## src/rtl/int_pkg.sv

```systemverilog
// Shared types and defaults for the interrupt controller: FSM states,
// cause width and the default vector table placement.
package int_pkg;

   localparam int unsigned CAUSE_W          = 3;
   localparam logic [31:0] DEF_HANDLER_BASE = 32'h0000_1000;
   localparam int unsigned DEF_VEC_STRIDE   = 4;

   typedef enum logic [2:0] {
      IDLE,
      ENTER,
      HANDLER,
      RETURN,
      RESUME
   } state_e;

endpackage

```

## src/rtl/int_prio_enc.sv

```systemverilog
// Lowest-index-wins priority encoder over the unmasked request vector.
module int_prio_enc
   import int_pkg::*;
#(
   parameter int unsigned NUM_IRQ = 4
) (
   input  logic [NUM_IRQ-1:0] req_i,
   output logic               valid_o,
   output logic [CAUSE_W-1:0] cause_o
);

   always_comb begin
      logic               found;
      logic [CAUSE_W-1:0] idx;
      found = 1'b0;
      idx   = '0;
      for (int unsigned i = 0; i < NUM_IRQ; i++) begin
         if (req_i[i] && !found) begin
            found = 1'b1;
            idx   = CAUSE_W'(i);
         end
      end
      valid_o = found;
      cause_o = idx;
   end

endmodule

```

## src/rtl/int_ctrl.sv

```systemverilog
// Interrupt controller: latches request edges, drives the INT_detected /
// INT_restore handshake to the pipeline and redirects fetch to/from handlers.
module int_ctrl
   import int_pkg::*;
#(
   parameter int unsigned NUM_IRQ      = 4,
   parameter logic [31:0] HANDLER_BASE = DEF_HANDLER_BASE,
   parameter int unsigned VEC_STRIDE   = DEF_VEC_STRIDE
) (
   input  logic               clk,
   input  logic               reset,
   input  logic [NUM_IRQ-1:0] irq,
   input  logic [NUM_IRQ-1:0] irq_mask,
   input  logic               stall,
   input  logic [31:0]        MEM_PC,
   input  logic               WB_eret,
   output logic               INT_detected,
   output logic               INT_restore,
   output logic               pc_redirect,
   output logic [31:0]        redirect_pc,
   output logic [CAUSE_W-1:0] int_cause,
   output logic [31:0]        epc,
   output logic               in_handler,
   output logic [NUM_IRQ-1:0] pending
);

   state_e               state_q;
   logic [NUM_IRQ-1:0]   pending_q, pending_d, irq_prev_q;
   logic [31:0]          epc_q, redirect_pc_q;
   logic [CAUSE_W-1:0]   cause_q;
   logic                 detect_q, restore_q, redirect_q, in_handler_q;

   logic [NUM_IRQ-1:0]   req, rise, clr;
   logic                 enc_valid, take;
   logic [CAUSE_W-1:0]   enc_cause;
   logic [31:0]          vector;

   assign req = pending_q & irq_mask;

   int_prio_enc #(
      .NUM_IRQ (NUM_IRQ)
   ) u_prio_enc (
      .req_i   (req),
      .valid_o (enc_valid),
      .cause_o (enc_cause)
   );

   // Detection commits on the edge that enters ENTER, so epc, int_cause and
   // the pending clear are already visible while INT_detected is high.
   assign take      = (state_q == IDLE) && enc_valid && !stall;
   assign clr       = take ? (NUM_IRQ'(1) << enc_cause) : '0;
   assign rise      = irq & ~irq_prev_q;
   assign pending_d = (pending_q & ~clr) | rise;
   assign vector    = HANDLER_BASE + 32'(enc_cause) * 32'(VEC_STRIDE);

   always_ff @(posedge clk) begin
      if (reset) begin
         state_q       <= IDLE;
         pending_q     <= '0;
         irq_prev_q    <= '0;
         epc_q         <= '0;
         cause_q       <= '0;
         detect_q      <= 1'b0;
         restore_q     <= 1'b0;
         redirect_q    <= 1'b0;
         redirect_pc_q <= '0;
         in_handler_q  <= 1'b0;
      end else begin
         pending_q     <= pending_d;
         irq_prev_q    <= irq;
         detect_q      <= 1'b0;
         restore_q     <= 1'b0;
         redirect_q    <= 1'b0;
         redirect_pc_q <= '0;
         unique case (state_q)
            IDLE: begin
               if (take) begin
                  state_q       <= ENTER;
                  detect_q      <= 1'b1;
                  redirect_q    <= 1'b1;
                  redirect_pc_q <= vector;
                  epc_q         <= MEM_PC;
                  cause_q       <= enc_cause;
                  in_handler_q  <= 1'b1;
               end
            end
            ENTER: state_q <= HANDLER;
            HANDLER: begin
               if (WB_eret && !stall) begin
                  state_q       <= RETURN;
                  restore_q     <= 1'b1;
                  redirect_q    <= 1'b1;
                  redirect_pc_q <= epc_q;
               end
            end
            RETURN: begin
               state_q      <= RESUME;
               in_handler_q <= 1'b0;
            end
            RESUME:  state_q <= IDLE;
            default: state_q <= IDLE;
         endcase
      end
   end

   assign INT_detected = detect_q;
   assign INT_restore  = restore_q;
   assign pc_redirect  = redirect_q;
   assign redirect_pc  = redirect_pc_q;
   assign int_cause    = cause_q;
   assign epc          = epc_q;
   assign in_handler   = in_handler_q;
   assign pending      = pending_q;

endmodule

```

## config.mk

```make
export PLATFORM = sky130hd
export DESIGN_NAME = int_ctrl
export DESIGN_NICKNAME = d
export VERILOG_FILES = /design/src/rtl/int_pkg.sv /design/src/rtl/int_prio_enc.sv /design/src/rtl/int_ctrl.sv
export SDC_FILE = /design/constraint.sdc
export NUM_CORES = 1
export LEC_CHECK = 0
export BUFFER_PORTS_ARGS = -buffer_cell sky130_fd_sc_hd__buf_2
export CAP_MARGIN = 20
export CORE_MARGIN = 4
export CORE_UTILIZATION = 49
export CTS_CLUSTER_DIAMETER = 100
export CTS_CLUSTER_SIZE = 30
export DETAILED_ROUTE_END_ITERATION = 8
export PLACE_DENSITY = 0.92
export SLEW_MARGIN = 5
export SYNTH_ARGS = -nofsm -noshare
export SYNTH_HDL_FRONTEND = slang
export SYNTH_SLANG_ARGS = --single-unit
```

## constraint.sdc

```tcl
create_clock -name clk -period 2.4 [get_ports clk]
set_clock_uncertainty 0.1 [all_clocks]
set_input_delay 0.24 -clock clk [delete_from_list [all_inputs] [get_ports clk]]
set_output_delay 0.24 -clock clk [all_outputs]
set_load 0.02 [all_outputs]
```

==> summary.txt <==
Synth
  – Area fraction of the dominant cell type after synthesis: slightly above 60%
  – Count of state elements after synthesis: 81
  – Adder-cell share of the synthesized area: 0%
  – Number of synthesized flops with an enable pin: 0
  – Sequential fraction of the synthesis area: ~62%
  – Synthesized-area fraction occupied by and/or/nand/nor cells: about 22%
  – Top cells by count, synth: dfxtp_1, nand2_1, a21oi_1
  – Combinational family with the most area after synthesis: simple AND/OR/NAND/NOR gates
  – Cells after Synth: 281
  – Post-synthesis mux area share: 0%
  – Netlist cell types: 26
  – Post-Syn Nets: 325
  – Dominant register cell in the synthesized netlist: dfxtp_1
  – Number of warnings printed during yosys synthesis: 0
  – Compound-cell area share of the yosys netlist: between 10% and 20%
  – Cell type with the largest total area after synthesis: dfxtp_1
  – Parity-gate share of the synthesized area counting xor and xnor cells: less than 1%
  – Share of synthesized flip-flops with an asynchronous set or reset: 0%
  – Count leader, synth: dfxtp_1
  – Cells taking the most area after synthesis: dfxtp_1, nand2_1, a21oi_1, and3_1, clkbuf_1
  – Area of the mapped netlist: between 2000 and 3000 um^2
  – Per-instance average area after synthesis: 9.333 um^2

Run
  – Max capacitance violation total: 0

Setup path
  – Worst setup SP type: flop
  – Worst r2r src: state_q[2]$_SDFFE_PP0P_
  – Data arrival time of the critical path: around 1800 ps
  – Critical path fanouts, max: 7
  – Setup slack of the most critical reg-to-reg path: around 710 ps
  – Number of cells on the worst reg-to-reg path: 4
  – WP data required: 2530 ps
  – Sort of element at the end of the critical path: flop
  – Class of the most critical setup path: flop to flop
  – Reg2Reg Capture Point: pending[2]$_SDFF_PP0_

Timing
  – Fin crit share: a little over two thirds
  – RSZ-0062 raised after global routing: false
  – # setup viols final: 0
  – Final Worst Setup Slack: ~700 ps
  – Final-report max-slew violation count: 0
  – Total negative slack: 0 ps
  – Post-layout min period: approximately 1700 ps
  – Peak clock frequency supported by timing: slightly below 600 MHz
  – Endpoints failing hold: 0
  – Min Hold Slack: ~11 ps

Run status
  – Outcome: completed

Route
  – Vias after detailed routing: roughly 2300
  – First-pass DRT Iterations: 4
  – Final antenna-violating net count: 0
  – Detailed-route DRC error count: 0
  – DR vias/cell: just under 5
  – DRC marker count from the first detailed-route iteration: 73
  – Avg WL per Cell: 13.84 um
  – Total wire length after detailed routing: ~6500 um

Global routing
  – Global-route met3 utilization: under 10%
  – Initial antenna violation count: 0
  – GRT met1 Usage: about a quarter
  – Total congestion overflow: 0
  – Busiest metal layer after global routing: met2
  – Global-route wire length before repair: just over 10000 um
  – Maximum number of pins on one net before global-route repair: 27
  – GR Util met2: between 30% and 40%
  – Vias in the first global route: roughly 2200
  – All-Layer GR Usage: between 20% and 30%

Clock tree
  – Clk pin slew, worst setup/hold paths: roughly 80 ps
  – Post-CTS setup-driven buffer insertion count: 0
  – Clk root buf: clkbuf_8
  – Clock Sinks: 81
  – Hold_buf cts: 0
  – Later-pin clock latency in the skew report: 330 ps
  – Clk buf depth: 2
  – CTS tree: built
  – Count of cells resized by post-cts repair: 0
  – Number of H-tree levels: 3
  – Num CTS Buffers: 9

Min path
  – Destination of the worst hold path: irq_prev_q[3]$_SDFF_PP0_
  – Startpoint of the lowest-slack hold path: irq[3]
  – Hold/Removal Path Class: input pin to flop
  – Number of stages on the worst hold path: 3

Cells and area
  – Multi-input gate area in the final layout: 894.6 um^2
  – Share of post-route cells with drive strength above 1: between 30 and 40%
  – Inserted Diodes: 0
  – Utilization after layout: 67.31%
  – Area growth syn-to-layout: 31.92%
  – Area taken by flip-flops and latches: 1622 um^2
  – Number of nets in the finished design: 442
  – Filler Cell Count: 460

Floorplanning
  – Die footprint: about 6600 um^2
  – Row Count: 26
  – Core ar.: slightly above 5000 um^2
  – I/O Pins: ~120
  – Initial core utilization: around half
  – Overall die height: 81.16 um
  – Overall die width: slightly above 80 um

Place
  – Worst slack after detailed placement: 739.0 ps
  – GPL Wtd Cong: approximately 0.8
  – I/O Buffers: between 100 and 150
  – DP HPWL: 4784 um

Power
  – Power per Cell Area: around 800 nW/um^2
  – Largest vdd supply drop: ~0.00052 V
  – Static leakage: between 0.0015 and 0.002 uW
  – Total power of the final layout: 2769 uW
-- layout make-up --
cell class / count / area share (%)
clock buffer: 10 / 3.978
clock inverter: 6 / 1.664
inverter: 4 / 0.4340
multi-input combinational: 177 / 25.86
sequential: 81 / 46.87
tap: 70 / 2.532
timing repair buffer: 125 / 18.66
-- stage by stage --
| stage | cell area [um^2] | std cells |
|---|---|---|
| after floorplan | 2623 | 281 |
| after global placement | 3264 | 457 |
| after detailed placement | 3264 | 457 |
| after CTS | 3460 | 473 |
| after global routing | 3460 | 473 |
| final | 3460 | 473 |
-- worst max-delay path by stage --
stage | from | end | slack [ps]
after floorplan | state_q[2]$_SDFFE_PP0P_ | pending[2]$_SDFF_PP0_ | 850
after global placement | reset | pending[2]$_SDFF_PP0_ | 750
after detailed placement | reset | pending[2]$_SDFF_PP0_ | 740
after CTS | state_q[2]$_SDFFE_PP0P_ | pending[2]$_SDFF_PP0_ | 710
after global routing | state_q[2]$_SDFFE_PP0P_ | pending[2]$_SDFF_PP0_ | 650
final | state_q[2]$_SDFFE_PP0P_ | pending[2]$_SDFF_PP0_ | 710
-- placed cells by master, fill, tap and decap left out, types with 2 or more instances in the layout --
master    instances
clkbuf_8         10
a22o_1            2
nor2_1            4
and3_1           30
dfxtp_1          81
buf_2           117
a32o_1            2
inv_1             4
a21oi_1          42
buf_4             8
clkinv_2          4
nor3_1            3
nand2_1          75
nor2b_1           6
-- per-layer routing --
layer	part of all wire, %	up-vias	wire length [um]
met1	40	1094	2614
met2	52	76	3396
li1	-	1160	-
met5	0	-	0
met4	1.8	0	117
met3	6.4	13	419
-- report_power, final --
group          total (uW)  internal, uW  switching (uW)
Sequential           1450          1400            41.4
Clock                 974           502             472
Combinational         350           129             221
Total                2770          2040             734
-- registers in the layout, indices dropped and copies added (netlist names), 2 cells and up --
name and cells:
epc 32, redirect_pc 32, irq_prev_q 4, pending 4, state_q 3, int_cause 2
-- critical path, stage by stage (launching register included) --
cell	delay (ps)
dfxtp_1	390
or4_4	580
nor2_2	190
nand2_1	80
a32o_1	250
-- cells by family after synthesis --
logic type,count (synthesis)
AOI/OAI and AO/OA,52
xor gates and xnor gates,1
buffers and inverters,23
DFF,81
other,1
and+or+nand+nor,123
Note: power is estimated with default switching activity, not from simulation.
